--- src/rtl/ddr_train_monitor.sv ---
// ddr_train_monitor
//   Watches DDR PHY calibration progress: timestamps each stage-done rising
//   edge with a free-running cycle count, enforces a global watchdog and
//   reports pass/fail with a cause code.
//
// Optional feature macro: DDR_TRAIN_MON_ORDER_CHK_EN
//   Defined   - a stage completing while an earlier stage is still outstanding
//               ends training with fail_code 2'b11.
//   Undefined - completion order is not checked.
//
// Ports
//   clk           monitor clock
//   rst_n         asynchronous active-low reset
//   start         one-cycle pulse, (re)starts a training run from any state
//   stage_done    level done flags, bit 0 = first stage
//   error_status  PHY error vector, nonzero = error
//   rd_idx        timestamp readout select
//   rd_ts         registered timestamp of stage rd_idx (0 when out of range)
//   state         00 IDLE, 01 RUN, 10 PASS, 11 FAIL
//   stage_seen    sticky per-stage completion bits
//   train_ok      high in PASS
//   train_fail    high in FAIL
//   fail_code     00 none, 01 timeout, 10 PHY error, 11 order violation
//   err_cap       error_status captured on entry to FAIL
//   total_cyc     cycle counter (frozen outside RUN)
//
// State | Meaning
// IDLE  | out of reset, waiting for start
// RUN   | counting cycles, capturing stage completions, checking exits
// PASS  | every stage completed before the watchdog; results held
// FAIL  | PHY error, order violation or watchdog; results held
module ddr_train_monitor #(
  parameter int          NUM_STAGES  = 5,
  parameter int          CNT_WIDTH   = 24,
  parameter int unsigned TIMEOUT_CYC = 24'hF0_0000,
  parameter int          ERR_WIDTH   = 8,
  localparam int         IDX_W       = (NUM_STAGES > 1) ? $clog2(NUM_STAGES) : 1
) (
  input  logic                  clk,
  input  logic                  rst_n,
  input  logic                  start,
  input  logic [NUM_STAGES-1:0] stage_done,
  input  logic [ERR_WIDTH-1:0]  error_status,
  input  logic [IDX_W-1:0]      rd_idx,
  output logic [CNT_WIDTH-1:0]  rd_ts,
  output logic [1:0]            state,
  output logic [NUM_STAGES-1:0] stage_seen,
  output logic                  train_ok,
  output logic                  train_fail,
  output logic [1:0]            fail_code,
  output logic [ERR_WIDTH-1:0]  err_cap,
  output logic [CNT_WIDTH-1:0]  total_cyc
);

  typedef enum logic [1:0] {
    IDLE = 2'b00,
    RUN  = 2'b01,
    PASS = 2'b10,
    FAIL = 2'b11
  } state_t;

  localparam logic [1:0] CODE_NONE    = 2'b00;
  localparam logic [1:0] CODE_TIMEOUT = 2'b01;
  localparam logic [1:0] CODE_PHY_ERR = 2'b10;
  localparam logic [1:0] CODE_ORDER   = 2'b11;

  state_t                  state_q, state_d;
  logic [CNT_WIDTH-1:0]    cnt_q;
  logic [NUM_STAGES-1:0]   seen_q, prev_q;
  logic [CNT_WIDTH-1:0]    ts_q [NUM_STAGES];
  logic [CNT_WIDTH-1:0]    ts_ext [2**IDX_W];
  logic [1:0]              fail_code_q, fail_code_d;
  logic [ERR_WIDTH-1:0]    err_cap_q;
  logic                    err_load;
  logic [CNT_WIDTH-1:0]    rd_ts_q;

  logic [NUM_STAGES-1:0]   capture;
  logic [NUM_STAGES-1:0]   seen_nxt;
  logic                    all_seen;
  logic                    timeout_hit;
  logic                    order_viol;
  logic [CNT_WIDTH-1:0]    cnt_inc;

  // A capture needs a fresh rising edge and a stage not yet recorded, so a
  // flag that drops and rises again never overwrites its first timestamp.
  assign capture     = stage_done & ~prev_q & ~seen_q;
  assign seen_nxt    = seen_q | capture;
  assign all_seen    = &seen_nxt;
  assign timeout_hit = (cnt_q == CNT_WIDTH'(TIMEOUT_CYC)) && !all_seen;
  assign cnt_inc     = (&cnt_q) ? cnt_q : cnt_q + CNT_WIDTH'(1);

`ifdef DDR_TRAIN_MON_ORDER_CHK_EN
  // Stages captured together count as in order; only a stage left behind
  // (neither seen before nor captured now) flags a violation.
  always_comb begin
    logic all_below;
    order_viol = 1'b0;
    all_below  = seen_nxt[0];
    for (int k = 1; k < NUM_STAGES; k++) begin
      if (capture[k] && !all_below) order_viol = 1'b1;
      all_below = all_below & seen_nxt[k];
    end
  end
`else
  assign order_viol = 1'b0;
`endif

  always_comb begin
    state_d     = state_q;
    fail_code_d = fail_code_q;
    err_load    = 1'b0;
    if (start) begin
      state_d     = RUN;
      fail_code_d = CODE_NONE;
    end else if (state_q == RUN) begin
      if (|error_status) begin
        state_d     = FAIL;
        fail_code_d = CODE_PHY_ERR;
        err_load    = 1'b1;
      end else if (order_viol) begin
        state_d     = FAIL;
        fail_code_d = CODE_ORDER;
      end else if (timeout_hit) begin
        state_d     = FAIL;
        fail_code_d = CODE_TIMEOUT;
      end else if (all_seen) begin
        state_d     = PASS;
      end
    end
  end

  always_ff @(posedge clk or negedge rst_n) begin
    if (!rst_n) begin
      state_q     <= IDLE;
      fail_code_q <= CODE_NONE;
    end else begin
      state_q     <= state_d;
      fail_code_q <= fail_code_d;
    end
  end

  always_ff @(posedge clk or negedge rst_n) begin
    if (!rst_n) begin
      cnt_q     <= '0;
      seen_q    <= '0;
      prev_q    <= '0;
      err_cap_q <= '0;
      for (int i = 0; i < NUM_STAGES; i++) ts_q[i] <= '0;
    end else if (start) begin
      cnt_q     <= '0;
      seen_q    <= '0;
      prev_q    <= '0;
      err_cap_q <= '0;
      for (int i = 0; i < NUM_STAGES; i++) ts_q[i] <= '0;
    end else if (state_q == RUN) begin
      // The counter also advances on the exit cycle, so total_cyc reads one
      // past the counter value at which the exit was detected.
      cnt_q  <= cnt_inc;
      seen_q <= seen_nxt;
      prev_q <= stage_done;
      for (int i = 0; i < NUM_STAGES; i++) begin
        if (capture[i]) ts_q[i] <= cnt_q;
      end
      if (err_load) err_cap_q <= error_status;
    end
  end

  // Pad the timestamp array to the full rd_idx range so out-of-range
  // selects read back zero without a separate bounds compare.
  for (genvar g = 0; g < 2**IDX_W; g++) begin : g_ts_ext
    if (g < NUM_STAGES) begin : g_real
      assign ts_ext[g] = ts_q[g];
    end else begin : g_pad
      assign ts_ext[g] = '0;
    end
  end

  always_ff @(posedge clk or negedge rst_n) begin
    if (!rst_n) rd_ts_q <= '0;
    else        rd_ts_q <= ts_ext[rd_idx];
  end

  assign rd_ts      = rd_ts_q;
  assign state      = state_q;
  assign stage_seen = seen_q;
  assign train_ok   = (state_q == PASS);
  assign train_fail = (state_q == FAIL);
  assign fail_code  = fail_code_q;
  assign err_cap    = err_cap_q;
  assign total_cyc  = cnt_q;

endmodule

--- config.mk ---
export PLATFORM = sky130hd
export DESIGN_NAME = ddr_train_monitor
export DESIGN_NICKNAME = d
export VERILOG_FILES = /design/src/rtl/ddr_train_monitor.sv
export SDC_FILE = /design/constraint.sdc
export NUM_CORES = 1
export LEC_CHECK = 0
export CAP_MARGIN = 10
export CORE_MARGIN = 1
export CORE_UTILIZATION = 35
export DETAILED_ROUTE_END_ITERATION = 10
export SYNTH_ARGS = -nofsm -noshare
export SYNTH_HDL_FRONTEND = slang
export SYNTH_SLANG_ARGS = --single-unit
--- constraint.sdc ---
create_clock -name clk -period 2.1 [get_ports clk]
set_clock_uncertainty 0.2 [all_clocks]
set_input_delay 0.21 -clock clk [delete_from_list [all_inputs] [get_ports clk]]
set_output_delay 0.21 -clock clk [all_outputs]
set_load 0.03 [all_outputs]
==> flow_metrics.env <==
export IMPL_cts_htree_levels=4
export IMPL_finalHoldWorstSlack_ps=52.3
export IMPL_number_of_maximum_capacitance_violations=0
export IMPL_met1_routing_resource_usage_after_global_routing=0.279
export IMPL_start_util=0.358
export IMPL_postSynthCellCount=962
export IMPL_cts_setup_buffers=0
export IMPL_number_of_antenna_repair_diodes=0
export IMPL_layer_carrying_the_most_global_route_usage="met2"
export IMPL_io_buffers=85
export IMPL_ff_latch_area_um2=4770
export IMPL_async_reset_ff_frac=1.00
export IMPL_timing_max_slew_rel_slack=0.664
export IMPL_synth_edf_count=0
export IMPL_pin_count_of_the_biggest_net_entering_global_routing=108
export IMPL_min_path_type="in2reg"
export IMPL_synth_area_per_cell_um2=9.11
export IMPL_placementRows=57
export IMPL_synth_cell_type_count=47
export IMPL_via_per_inst=5.15
export IMPL_ys_flop_type="dfrtp_1"
export IMPL_cts_num_sinks=190
export IMPL_globalRouteTotalUtil=0.204
export IMPL_grt_met3_usage=0.0426
export IMPL_post_route_cells_drive_above_1_share=0.145
export IMPL_post_layout_minimum_cycle_time_ps=2050
export IMPL_floorplan_die_width_um=160
export IMPL_yosys_warnings=0
export IMPL_die_h_um=160
export IMPL_insertion_delay_ps=440
export IMPL_area_of_the_core_um2=24500
export IMPL_multiInputGateArea_um2=3630
export IMPL_synth_ff_latch_count=190
export IMPL_die_area_um2=25700
export IMPL_power_density_nw_per_um2=698
export IMPL_critical_path_arrival_ps=1640
export IMPL_hpwl_um=16000
export IMPL_achievable_frequency_mhz=488
export IMPL_critPathKind="reg2out"
export IMPL_worstSetupStartpointType="flop"
export IMPL_design_final_nets=1080
export IMPL_clkTransAtPathRegs_ps=70
export IMPL_cts_inserted_buffers=17
export IMPL_design_portCount=86
export IMPL_rsz0062_at_grt="false"
export IMPL_worst_ir_drop_vdd_v=0.000561
export IMPL_cts_tree="yes"
export IMPL_tightest_slew_ps=504
export IMPL_drt_antenna_violating_nets=0
export IMPL_final_hold_violation_count=0
export IMPL_syn2layout_area_growth_pct=26.5
export IMPL_synth_cell_area_um2=8770
export IMPL_dr_pass1_iters=5
export IMPL_layout_cells_most_common_list="nand2_1, dfrtp_1, a21oi_1"
export IMPL_via_count=7175
export IMPL_timing_critical_path_fanout_max=8
export IMPL_number_of_antenna_violations_at_the_first_check_in_global_routing=0
export IMPL_clockBufferDepth=2
export IMPL_globalplace_congestion=0.816
export IMPL_worst_endpoint_required_ps=1690
export IMPL_grt_pass1_vias=7128
export IMPL_drv_slew=0
export IMPL_final_common_cell="nand2_1"
export IMPL_gr_usage_met2=0.325
export IMPL_overflow=0
export IMPL_detail_route_wirelength_um=24700
export IMPL_grt_pass1_wl_um=40600
export IMPL_root_buffer="clkbuf_16"
export IMPL_nets_in_the_synthesized_netlist=983
export IMPL_status="completed"
export IMPL_fillerInstances=2353
export IMPL_leakage_power_of_the_design_nw=4.84
export IMPL_seq_area_frac_synth=0.542
export IMPL_finalCritPeriodShare=0.976
export IMPL_wire_per_inst_um=17.7
export IMPL_timing_critical_path_to_type="output port"
export IMPL_route_detailed_drc=0
export IMPL_dr_first_iter_drc_count=507
export IMPL_timing_setup_tns_ps=0
export IMPL_setup_viol=0
==> worst max-delay path, cell delays in order (launching register included) <==
cell and delay, ps:
dfrtp_1 350, buf_4 180, clkdlybuf4s50_1 680
==> report_power, final <==
part	switching (mW)	leakage, nW	internal, mW	total (mW)
registers	0.0243	2.61	3.69	3.72
logic	0.488	1.96	0.237	0.725
clock network	1.43	0.278	1.87	3.30
==> repair_timing <==
item                                    4_1_cts  5_1_grt
pin swaps                                     0        2
endpoints found under the hold margin        96        0
endpoints found under the setup margin       17       10
cloned                                        0        0
resized for setup                            17       11
hold buffers                                  1        0
==> cell type report <==
cell class	instances	share of cell area
Clock inverter	13	0.0149
Clock buffer	17	0.0384
Sequential cell	190	0.430
Tap cell	324	0.0366
Inverter	8	0.00271
Multi-Input combinational cell	675	0.327
Timing Repair Buffer	167	0.150
==> state kept, by name, indices dropped and copies added (netlist names) <==
name and flops:
err_cap 8, fail_code 2, prev_q 5, rd_ts 24
stage_seen 5, state 2, total_cyc 24, ts_ext 120
==> stage by stage <==
step / instances / instance area (µm²) / total power [mW] / worst slack (ps) / util
finish: 1394 / 11100 / 7.74 / 49.9 / 0.453
global route: 1394 / 11100 / 8.01 / 0.682 / 0.453
CTS: 1394 / 11000 / 7.81 / 2.89 / 0.452
detailed placement: 1363 / 10500 / 4.52 / -9.06 / 0.428
global placement: 1363 / 10500 / 4.52 / 87.2 / 0.428
floorplan: 962 / 8820 / 4.11 / -190 / -
==> cell usage after synthesis (3+ instances only) <==
library cell / instances / area (µm²)
nor2_1: 66 / 248
inv_1: 8 / 30.0
o21ai_0: 3 / 15.0
dfrtp_1: 190 / 4750
nor4_1: 7 / 43.8
and3_1: 5 / 31.3
xnor2_1: 15 / 131
nand4_1: 12 / 75.1
a22o_1: 8 / 70.1
and2_1: 4 / 25.0
and4_1: 3 / 26.3
buf_2: 23 / 115
nand3_1: 6 / 30.0
o22ai_1: 23 / 144
a21oi_1: 159 / 796
a211oi_1: 6 / 45.0
or3_1: 3 / 18.8
nand2_1: 259 / 972
mux2i_1: 47 / 470
nor3_1: 5 / 25.0
and4_4: 3 / 33.8
nand2b_1: 12 / 75.1
clkbuf_1: 58 / 218
buf_6: 5 / 56.3
nor2b_1: 4 / 25.0
==> per-layer routing <==
layer  vias up  part of all wire
met4         0             0.016
met1      3536              0.46
li1       3410                 -
met5         -                 0
met3        27             0.062
met2       202              0.46
==> cell families after synthesis <==
family          after synthesis  share of synthesized area
mux                          50                     0.0592
simple gates                395                      0.193
buf+inv                      97                     0.0495
flops                       190                      0.542
xor+xnor                     17                     0.0170
fa+ha+maj                     2                    0.00285
compound gates              211                      0.136
==> worst paths after layout <==
check / start / end / slack [ps] / depth (start not counted)
setup / recovery: total_cyc[23]$_DFFE_PN0P_ / total_cyc[23] / 50 / 2
hold / removal: rd_idx[0] / rd_ts[22]$_DFF_PN0_ / 50 / 2
max in group asynchronous: rst_n / ts_ext[111]$_DFFE_PN0P_ / 890 / 3
setup reg to reg: total_cyc[0]$_DFFE_PN0P_ / total_cyc[14]$_DFFE_PN0P_ / 80 / 6
hold reg to reg: err_cap[7]$_DFFE_PN0P_ / err_cap[7]$_DFFE_PN0P_ / 310 / 1
min in group asynchronous: rst_n / prev_q[4]$_DFFE_PN0P_ / 120 / 2
No activity file was read; power rests on OpenSTA's default activity.
